--- config.mk ---
export PLATFORM = sky130hd
export DESIGN_NAME = namuru_status_flags_flat
export DESIGN_NICKNAME = d
export VERILOG_FILES = /design/src/rtl/namuru_status_flags_pkg.sv /design/src/rtl/namuru_status_flags_if.sv /design/src/rtl/namuru_status_flags_sticky_flag.sv /design/src/rtl/namuru_status_flags.sv /design/src/flat_wrapper.sv
export SDC_FILE = /design/constraint.sdc
export NUM_CORES = 1
export LEC_CHECK = 0
export ABC_AREA = 1
export BUFFER_PORTS_ARGS = -buffer_cell sky130_fd_sc_hd__buf_2
export CAP_MARGIN = 20
export CORE_UTILIZATION = 50
export DETAILED_ROUTE_END_ITERATION = 6
export PLACE_DENSITY_LB_ADDON = 0.05
export RECOVER_POWER = 50
export SLEW_MARGIN = 10
export SYNTH_ARGS = -nofsm -noshare
export SYNTH_HDL_FRONTEND = slang
export SYNTH_HIERARCHICAL = 1
export SYNTH_SLANG_ARGS = --single-unit
--- constraint.sdc ---
create_clock -name clk -period 1.3 [get_ports clk]
set_input_delay 0.065 -clock clk [delete_from_list [all_inputs] [get_ports clk]]
set_output_delay 0.065 -clock clk [all_outputs]
set_load 0.005 [all_outputs]
--- src/rtl/namuru_status_flags_pkg.sv ---
`default_nettype none
// ============================================================================
//  Module   : namuru_status_flags_pkg
//  Purpose  : Shared constants for the status-flag block: default channel
//             count, default epoch width and bit positions in the status word.
//  Revision : 1.0 - initial release
// ============================================================================
package namuru_status_flags_pkg;

    localparam int c_NUM_CHAN_DEF = 12;
    localparam int c_EPOCH_W_DEF  = 16;

    // Bit positions inside the 2-bit status word {accum_flag, tic_flag}
    localparam int c_STAT_TIC     = 0;
    localparam int c_STAT_ACCUM   = 1;

endpackage : namuru_status_flags_pkg
`default_nettype wire

--- src/rtl/namuru_status_flags_if.sv ---
`default_nettype none
// ============================================================================
//  Module   : namuru_status_flags_if
//  Purpose  : Bundle of event pulses, CPU read strobes and status outputs
//             between the time base / correlator channels / bus register
//             file (master side) and the status-flag block (slave side).
//  Signals  : tic_enable, accum_enable, dump[NUM_CHAN], status_read,
//             new_data_read                        (master -> slave)
//             accum_int, status[2], new_data[NUM_CHAN], overrun[NUM_CHAN],
//             tic_epoch[EPOCH_W]                   (slave -> master)
//  Revision : 1.0 - initial release
// ============================================================================
interface namuru_status_flags_if
    import namuru_status_flags_pkg::*;
#(
    parameter int NUM_CHAN = c_NUM_CHAN_DEF,
    parameter int EPOCH_W  = c_EPOCH_W_DEF
);
    logic                tic_enable;
    logic                accum_enable;
    logic [NUM_CHAN-1:0] dump;
    logic                status_read;
    logic                new_data_read;
    logic                accum_int;
    logic [1:0]          status;
    logic [NUM_CHAN-1:0] new_data;
    logic [NUM_CHAN-1:0] overrun;
    logic [EPOCH_W-1:0]  tic_epoch;

    modport master (
        output tic_enable, accum_enable, dump, status_read, new_data_read,
        input  accum_int, status, new_data, overrun, tic_epoch
    );

    modport slave (
        input  tic_enable, accum_enable, dump, status_read, new_data_read,
        output accum_int, status, new_data, overrun, tic_epoch
    );

endinterface : namuru_status_flags_if
`default_nettype wire

--- src/rtl/namuru_status_flags_sticky_flag.sv ---
`default_nettype none
// ============================================================================
//  Module   : namuru_sticky_flag
//  Purpose  : Single sticky flag bit. Set has priority over clear so that an
//             event arriving in the same cycle as the CPU read is never lost.
//  Ports    : clk  - clock
//             rst  - synchronous active-high reset (overrides set/clr)
//             set  - set request
//             clr  - clear request
//             q    - registered flag value
//  Revision : 1.0 - initial release
// ============================================================================
module namuru_sticky_flag (
    input  wire logic clk,
    input  wire logic rst,
    input  wire logic set,
    input  wire logic clr,
    output logic      q
);

    logic r_q;

    always_ff @(posedge clk) begin
        if (rst) begin
            r_q <= 1'b0;
        end else if (set) begin
            r_q <= 1'b1;
        end else if (clr) begin
            r_q <= 1'b0;
        end
    end

    assign q = r_q;

endmodule : namuru_sticky_flag
`default_nettype wire

--- src/rtl/namuru_status_flags.sv ---
`default_nettype none
// ============================================================================
//  Module   : namuru_status_flags
//  Purpose  : Converts time-base TIC / accumulation pulses and per-channel
//             dump pulses into sticky, read-to-clear status flags, a level
//             accumulation interrupt and a free-running TIC epoch counter.
//  Ports    : clk   - system clock (time base domain)
//             rstn  - synchronous reset, active-high
//             sf    - namuru_status_flags_if slave modport (pulses in,
//                     status / new_data / overrun / tic_epoch / accum_int out)
//  Revision : 1.0 - initial release
// ============================================================================
module namuru_status_flags
    import namuru_status_flags_pkg::*;
#(
    parameter int NUM_CHAN = c_NUM_CHAN_DEF,
    parameter int EPOCH_W  = c_EPOCH_W_DEF
) (
    input  wire logic               clk,
    input  wire logic               rstn,
    namuru_status_flags_if.slave    sf
);

    logic                w_tic_flag;
    logic                w_accum_flag;
    logic [NUM_CHAN-1:0] w_new_data;
    logic [NUM_CHAN-1:0] w_overrun;
    logic [NUM_CHAN-1:0] w_ovr_set;
    logic [EPOCH_W-1:0]  r_tic_epoch;

    namuru_sticky_flag u_tic_flag (
        .clk (clk),
        .rst (rstn),
        .set (sf.tic_enable),
        .clr (sf.status_read),
        .q   (w_tic_flag)
    );

    namuru_sticky_flag u_accum_flag (
        .clk (clk),
        .rst (rstn),
        .set (sf.accum_enable),
        .clr (sf.status_read),
        .q   (w_accum_flag)
    );

    for (genvar i = 0; i < NUM_CHAN; i++) begin : g_chan
        // Overrun only when the previous sample is still unread; a dump that
        // coincides with the read replaces consumed data and is not an overrun.
        assign w_ovr_set[i] = sf.dump[i] & w_new_data[i] & ~sf.new_data_read;

        namuru_sticky_flag u_new_data (
            .clk (clk),
            .rst (rstn),
            .set (sf.dump[i]),
            .clr (sf.new_data_read),
            .q   (w_new_data[i])
        );

        namuru_sticky_flag u_overrun (
            .clk (clk),
            .rst (rstn),
            .set (w_ovr_set[i]),
            .clr (sf.new_data_read),
            .q   (w_overrun[i])
        );
    end

    // TIC epoch counter, wraps naturally at 2^EPOCH_W
    always_ff @(posedge clk) begin
        if (rstn) begin
            r_tic_epoch <= '0;
        end else if (sf.tic_enable) begin
            r_tic_epoch <= r_tic_epoch + 1'b1;
        end
    end

    assign sf.status[c_STAT_TIC]   = w_tic_flag;
    assign sf.status[c_STAT_ACCUM] = w_accum_flag;
    assign sf.accum_int            = w_accum_flag;
    assign sf.new_data             = w_new_data;
    assign sf.overrun              = w_overrun;
    assign sf.tic_epoch            = r_tic_epoch;

endmodule : namuru_status_flags
`default_nettype wire

--- src/flat_wrapper.sv ---
// flat-port wrapper written by rule: the top's interface ports become plain ports
module namuru_status_flags_flat import namuru_status_flags_pkg::*;
#(
    parameter int NUM_CHAN = c_NUM_CHAN_DEF,
    parameter int EPOCH_W  = c_EPOCH_W_DEF
)
  (clk, rstn, sf_tic_enable, sf_accum_enable, sf_dump, sf_status_read, sf_new_data_read, sf_accum_int, sf_status, sf_new_data, sf_overrun, sf_tic_epoch);
  namuru_status_flags_if #(.NUM_CHAN(NUM_CHAN), .EPOCH_W(EPOCH_W)) sf_i ();
  input  wire logic clk;
  input  wire logic rstn;
  input wire logic [$bits(sf_i.tic_enable)-1:0] sf_tic_enable;
  input wire logic [$bits(sf_i.accum_enable)-1:0] sf_accum_enable;
  input wire logic [$bits(sf_i.dump)-1:0] sf_dump;
  input wire logic [$bits(sf_i.status_read)-1:0] sf_status_read;
  input wire logic [$bits(sf_i.new_data_read)-1:0] sf_new_data_read;
  output wire logic [$bits(sf_i.accum_int)-1:0] sf_accum_int;
  output wire logic [$bits(sf_i.status)-1:0] sf_status;
  output wire logic [$bits(sf_i.new_data)-1:0] sf_new_data;
  output wire logic [$bits(sf_i.overrun)-1:0] sf_overrun;
  output wire logic [$bits(sf_i.tic_epoch)-1:0] sf_tic_epoch;
  assign sf_i.tic_enable = sf_tic_enable;
  assign sf_i.accum_enable = sf_accum_enable;
  assign sf_i.dump = sf_dump;
  assign sf_i.status_read = sf_status_read;
  assign sf_i.new_data_read = sf_new_data_read;
  assign sf_accum_int = sf_i.accum_int;
  assign sf_status = sf_i.status;
  assign sf_new_data = sf_i.new_data;
  assign sf_overrun = sf_i.overrun;
  assign sf_tic_epoch = sf_i.tic_epoch;
  namuru_status_flags #(.NUM_CHAN(NUM_CHAN), .EPOCH_W(EPOCH_W)) u_core (.clk(clk), .rstn(rstn), .sf(sf_i));
endmodule
==> flow_summary.yaml, run 1 <==
sta:
  hold_viol_final: 0
  finalClockSkew_ns: 0.00550
  fin_crit_sh_pct: 92.6
  fmax_ghz: 0.831
  rsz0062_at_grt: "false"
  setup_viol: 0
  finalCriticalPeriod_ns: 1.20
  slew_violations: 0
  tns_ns: 0
  worst_pin_slew_ns: 0.345
  relSlewSlack_pct: 77.0
floorplan:
  ios: 61
  coreArea_um2: 3720
  placementRows: 22
  initial_core_util_pct: 52.7
  die_y_um: 64.6
  dieArea_um2: 4170
  die_w_um: 64.6
critical_path:
  cp.required_ns: 1.50
  crit_start: "u_core/sf.tic_epoch[3]$_SDFFE_PP0P_"
  cp_max_fo: 6
  path_class: "flop to flop"
  endpoint_kind: "flop"
  worst-endpoint-arrival_ns: 1.40
  rr_worst_depth: 7
  crit_chain: "nand2_1 > nor2_4 > nand2_2 > nor2_4 > nand3_1 > nand2_1 > nor2_1"
  crit_path_start_kind: "flop"
  critPathSlowestCell: "dfxtp_1"
  ff2ff_setup_slack_ns: 0.1
  r2r_start: "u_core/sf.tic_epoch[3]$_SDFFE_PP0P_"
  critPathMaxStageDelay_ns: 0.46
  reg2reg_to: "u_core/sf.tic_epoch[15]$_SDFFE_PP0P_"
global_routing:
  gr-total-overflow: 0
  grt_start_max_net_pins: 37
  grt_pass1_wl_mm: 6.31
  grt_pass1_vias: 1535
  grt_usage_pct: 19.9
  antenna_found_initial: 0
detailed_routing:
  drt_iter0_markers: 96
  drtAntennaViolNets: 0
  post_drt_wl_per_cell_um: 9.62
  drcViolationCount: 0
  dr.pass1.iters: 4
  vias_per_cell: 4.44
  vias: 1714
  wl_mm: 3.71
power_and_ir_drop:
  p_leak_uw: 0.00121
  power-per-cell-area_nw_per_um2: 1090
  switching_share_pct: 23.7
  p_switching_uw: 626
  ir_drop_v: 0.000698
  power.internal_uw: 2010
  power_frac_comb_pct: 9.1
  power.share.clock_pct: 39.2
  sequentialPowerShare_pct: 51.7
cells_and_area:
  drive_gt1_share_pct: 28.7
  layout_common_cells: "66 x inv_1, 57 x buf_2, 56 x nand2_1, 39 x dfxtp_1, 30 x nor2_1"
  area_growth_pct: 23.5
  num-nets-final: 356
  antenna_cells: 0
  final_cells: 386
  final_common_cell: "inv_1"
place:
  port_buffers: 60
  gp_congestion: 0.708
  dp_hpwl_mm: 2.61
  place_inst: 376
synth:
  yosys.area_share.simple_pct: 25.0
  synth_nets: 288
  synth_fa_ha_area_share_pct: 0.639
  syn_inst: 269
  async_flop_share_pct: 0
  ys_seq_area_share_pct: 42.9
  ys.warnings.count: 6
  synth_ff_type: "dfxtp_1"
  muxShareOfSynthArea_pct: 0
  yosys.area_share.xor_xnor_pct: 1.79
  synth_cell_types: 24
  synth-edff-count: 0
  synth_seq_cells: 42
  synth-compound-area-share_pct: 15.1
  synth_area_um2: 1960
  avgSynthCellArea_um2: 7.28
  synth_top_family_by_area: "simple AND/OR/NAND/NOR gates"
cts:
  ctsLongestPathBuffers: 2
  cts_root_buf: "clkbuf_8"
  insertion_delay_ns: 0.30
  postCtsSetupBuffers: 0
  numCtsBuffers: 5
  cts_max_level: 2
  clock_sinks: 42
  clk_pin_slew_ns: 0.08
  cts_tree: "built"
job:
  maxCapViolCount: 0
worst_hold_path:
  min_to: "u_core/g_chan[5].u_new_data/q$_SDFFE_PP0P_"
  hold_depth: 3
  hp-class: "input pin to flop"
  hp-start: "sf_dump[5]"
outcome:
  status: "completed"
-- stage by stage --
step	hold WS (ns)	setup WS (ns)	utilization [%]	area (um2)	power (uW)
after floorplan	0.127	0.104	-	1960	1520
after global placement	0.314	0.0765	62.6	2330	1640
after detailed placement	0.321	0.00837	62.6	2330	1650
after CTS	0.00321	0.00430	65.9	2450	2700
after global routing	0.00415	0.00140	65.1	2420	2790
final	0.0107	0.0963	65.1	2420	2640
-- flip-flops by register name, indices dropped and copies added (netlist names) --
register / cells
u_core/u_tic_flag/q: 1
u_core/u_accum_flag/q: 1
u_core/g_chan.u_new_data/q: 12
u_core/g_chan.u_overrun/q: 12
u_core/sf.tic_epoch: 16
-- layer usage --
layer | track usage, % | wire length, um | vias up
met4 | 8.33 | 61 | 0
li1 | - | - | 936
met3 | 7.04 | 220 | 6
met5 | 0 | 0 | -
met2 | 33.8 | 1750 | 41
met1 | 22.3 | 1680 | 731
-- cells in the mapped netlist (3+ instances only) --
library cell  number  share of area (%)
nor2_4             3                1.7
nand2_1           56                 11
nor2_1            30                5.8
dfxtp_1           42                 43
a21oi_1            7                1.8
o21ai_1            3               0.77
nor2_2             3               0.96
inv_1             66                 13
nand2_2            5                1.6
a21oi_2           26                 12
nand3_1           11                2.8
-- timing repair --
| action | 4_1_cts | 5_1_grt |
|---|---|---|
| resized for setup | 0 | 6 |
| hold buffers | 1 | 0 |
| setup endpoints to repair | 0 | 6 |
| endpoints found under the hold margin | 1 | 0 |
-- power groups by stage --
stage               combinational, uW  sequential (uW)  clock [uW]
finish                            240             1360        1040
global route                      276             1370        1150
CTS                               258             1360        1080
detailed placement                256             1390           0
global placement                  253             1390           0
floorplan                         127             1390           0
-- cell families after synthesis --
group                      count (synthesis)
DFF                                       42
and+or+nand+nor                          112
AOI/OAI and AO/OA                         39
adders and majority gates                  1
xor gates and xnor gates                   4
buffers and inverters                     71
-- worst max path at each step --
stage | end | slack, ns | cells after the start
6_report | u_core/sf.tic_epoch[15]$_SDFFE_PP0P_ | 0.1 | 7
5_1_grt | u_core/sf.tic_epoch[13]$_SDFFE_PP0P_ | 0.001 | 7
4_1_cts | u_core/sf.tic_epoch[10]$_SDFFE_PP0P_ | 0.004 | 6
3_5_place_dp | u_core/sf.tic_epoch[10]$_SDFFE_PP0P_ | 0.008 | 6
3_3_place_gp | u_core/sf.tic_epoch[8]$_SDFFE_PP0P_ | 0.08 | 6
2_1_floorplan | u_core/sf.tic_epoch[8]$_SDFFE_PP0P_ | 0.10 | 6
-- worst max-delay path: cells and delay by family (launching register included) --
| family | cells | cell delay (ns) |
|---|---|---|
| and+or+nand+nor | 7 | 0.64 |
| DFF | 1 | 0.46 |
-- final cells by class --
cell class | instances | area, um2
Multi-Input combinational cell | 157 | 805
Sequential cell | 42 | 845
Tap cell | 48 | 60.1
Inverter | 66 | 248
Clock buffer | 5 | 68.8
Fill cell | 379 | 1300
Timing Repair Buffer | 65 | 349
Clock inverter | 3 | 43.8
Note: power is estimated with default switching activity, not from simulation.
==> run 2, diff against run 1 <==
--- a/config.mk
+++ b/config.mk
@@ -10,6 +10,7 @@
 export CAP_MARGIN = 20
 export CORE_UTILIZATION = 50
 export DETAILED_ROUTE_END_ITERATION = 6
+export HOLD_SLACK_MARGIN = 0.02
 export PLACE_DENSITY_LB_ADDON = 0.05
 export RECOVER_POWER = 50
 export SLEW_MARGIN = 10
==> run 2 against run 1 <==
Non-clock buffer count rose by 12. Flip-flop and latch count is the same. First-iteration DRC count increased by 4.2%. Die area stayed put. Via count rose by 3.0%. Clock skew barely moved. Fmax about the same. Register-to-register slack about the same. Power up 1.4%. Global-route usage increased by 1.2 points. Highest routed layer unchanged. Critical path type unchanged. Largest cell class unchanged. Critical path depth unchanged.
==> flow_summary.yaml, run 2 (same netlist as run 1, synthesis figures left out) <==
worst_hold_path:
  hp-class: "input pin to flop"
global_routing:
  gr-total-overflow: 0
  grt_start_max_net_pins: 37
  grt_pass1_vias: 1637
  antenna_found_initial: 0
  grt_usage_pct: 21.0
  grt_pass1_wl_mm: 6.69
sta:
  worst_pin_slew_ns: 0.348
  fin_hold_ws_ns: 0.0331
  hold_viol_final: 0
  relSlewSlack_pct: 76.8
  fmax_ghz: 0.831
  rsz0062_at_grt: "false"
  slew_violations: 0
  finalCriticalPeriod_ns: 1.20
  finalClockSkew_ns: 0.00544
  tns_ns: 0
  setup_viol: 0
  fin_crit_sh_pct: 92.6
cells_and_area:
  stdcell_area_um2: 2550
  layout_common_cells: "66 x inv_1, 56 x nand2_1, 49 x buf_2, 39 x dfxtp_1, 30 x nor2_1"
  largest_reg_flops: 16
  antenna_cells: 0
  final_common_cell: "inv_1"
  num-nets-final: 368
  final_cells: 398
  area_growth_pct: 30.5
  fillCellCount: 351
  drive_gt1_share_pct: 27.4
cts:
  cts_max_level: 2
  insertion_delay_ns: 0.30
  ctsLongestPathBuffers: 2
  postCtsSetupBuffers: 0
  cts_root_buf: "clkbuf_8"
  clk_pin_slew_ns: 0.08
  clock_sinks: 42
  numCtsBuffers: 5
  cts_tree: "built"
critical_path:
  cp_max_fo: 6
  critPathMaxStageDelay_ns: 0.46
  critPathSlowestCell: "dfxtp_1"
  path_class: "flop to flop"
  crit_path_start_kind: "flop"
  crit_family: "simple AND/OR/NAND/NOR gates"
  endpoint_kind: "flop"
  crit_chain: "nand2_1 > nor2_4 > nand2_2 > nor2_4 > nand3_1 > nand2_1 > nor2_1"
  critPathBufInv: 0
  worst-endpoint-arrival_ns: 1.40
  cp.required_ns: 1.50
place:
  placed_cell_area_um2: 2330
  gp_congestion: 0.708
  port_buffers: 60
  place_inst: 376
  dp_hpwl_mm: 2.61
detailed_routing:
  drtAntennaViolNets: 0
  dr.pass1.iters: 4
  wl_mm: 3.90
  vias: 1765
  post_drt_wl_per_cell_um: 9.81
  vias_per_cell: 4.43
  drt_iter0_markers: 100
  drcViolationCount: 0
floorplan:
  die_y_um: 64.6
  die_w_um: 64.6
  initial_core_util_pct: 52.7
  dieArea_um2: 4170
  coreArea_um2: 3720
  ios: 61
  placementRows: 22
power_and_ir_drop:
  power_uw: 2680
  power-per-cell-area_nw_per_um2: 1050
  p_leak_uw: 0.00124
  ir_drop_v: 0.000707
outcome:
  status: "completed"
job:
  maxCapViolCount: 0
[run 2: cell count changes in the layout (fill, tap and decap cells not counted), sizes merged]
| cell | delta |
|---|---|
| buf | -8 |
| dlygate4sd3 | +12 |
| clkbuf | +8 |
[run 2: worst min-delay path, delay by kind of cell]
kind / cells / cell delay (ns)
buf+inv: 2 / 0.12
compound gates: 1 / 0.05
simple gates: 1 / 0.04
[run 2: worst paths after layout]
check,startpoint,endpoint,slack [ns],cells after the start
max,u_core/sf.tic_epoch[3]$_SDFFE_PP0P_,u_core/sf.tic_epoch[15]$_SDFFE_PP0P_,0.1,7
min,sf_status_read,u_core/u_accum_flag/q$_SDFFE_PP0P_,0.03,4
min reg2reg,u_core/g_chan[2].u_overrun/q$_SDFFE_PP0P_,u_core/g_chan[2].u_overrun/q$_SDFFE_PP0P_,0.46,2
max reg2reg,u_core/sf.tic_epoch[3]$_SDFFE_PP0P_,u_core/sf.tic_epoch[15]$_SDFFE_PP0P_,0.1,7
[run 2: layout make-up]
type | instances | area [um2] | area share, %
sequential | 42 | 845 | 33.1
tap | 48 | 60.1 | 2.35
clock inverter | 3 | 43.8 | 1.71
clock buffer | 5 | 68.8 | 2.69
inverter | 66 | 248 | 9.70
timing repair buffer | 77 | 459 | 18.0
multi-input combinational | 157 | 831 | 32.5
[run 2: report_power, final]
part	total [uW]	leakage, uW	internal [uW]	switching, uW
sequential	1370	0.000345	1330	33.4
combinational	276	0.000836	131	145
clock	1040	0.0000585	575	461
[run 2: routing by layer]
metal	GRT usage, %	share of wire [%]
met5	0	0
met4	8.33	1.6
met3	6.87	5.0
met2	37.2	49
met1	23.0	45
[run 2: through the flow]
step                setup slack (ns)  utilization (%)
floorplan                      0.104                -
global placement              0.0765             62.6
global route                 0.00140             68.8
finish                        0.0959             68.8
detailed placement           0.00837             62.6
CTS                          0.00430             69.1
[run 2: repair_timing]
action	CTS	global route
setup endpoints to repair	0	6
hold buffers	13	0
gates resized for setup	0	6
hold endpoints to repair	13	0
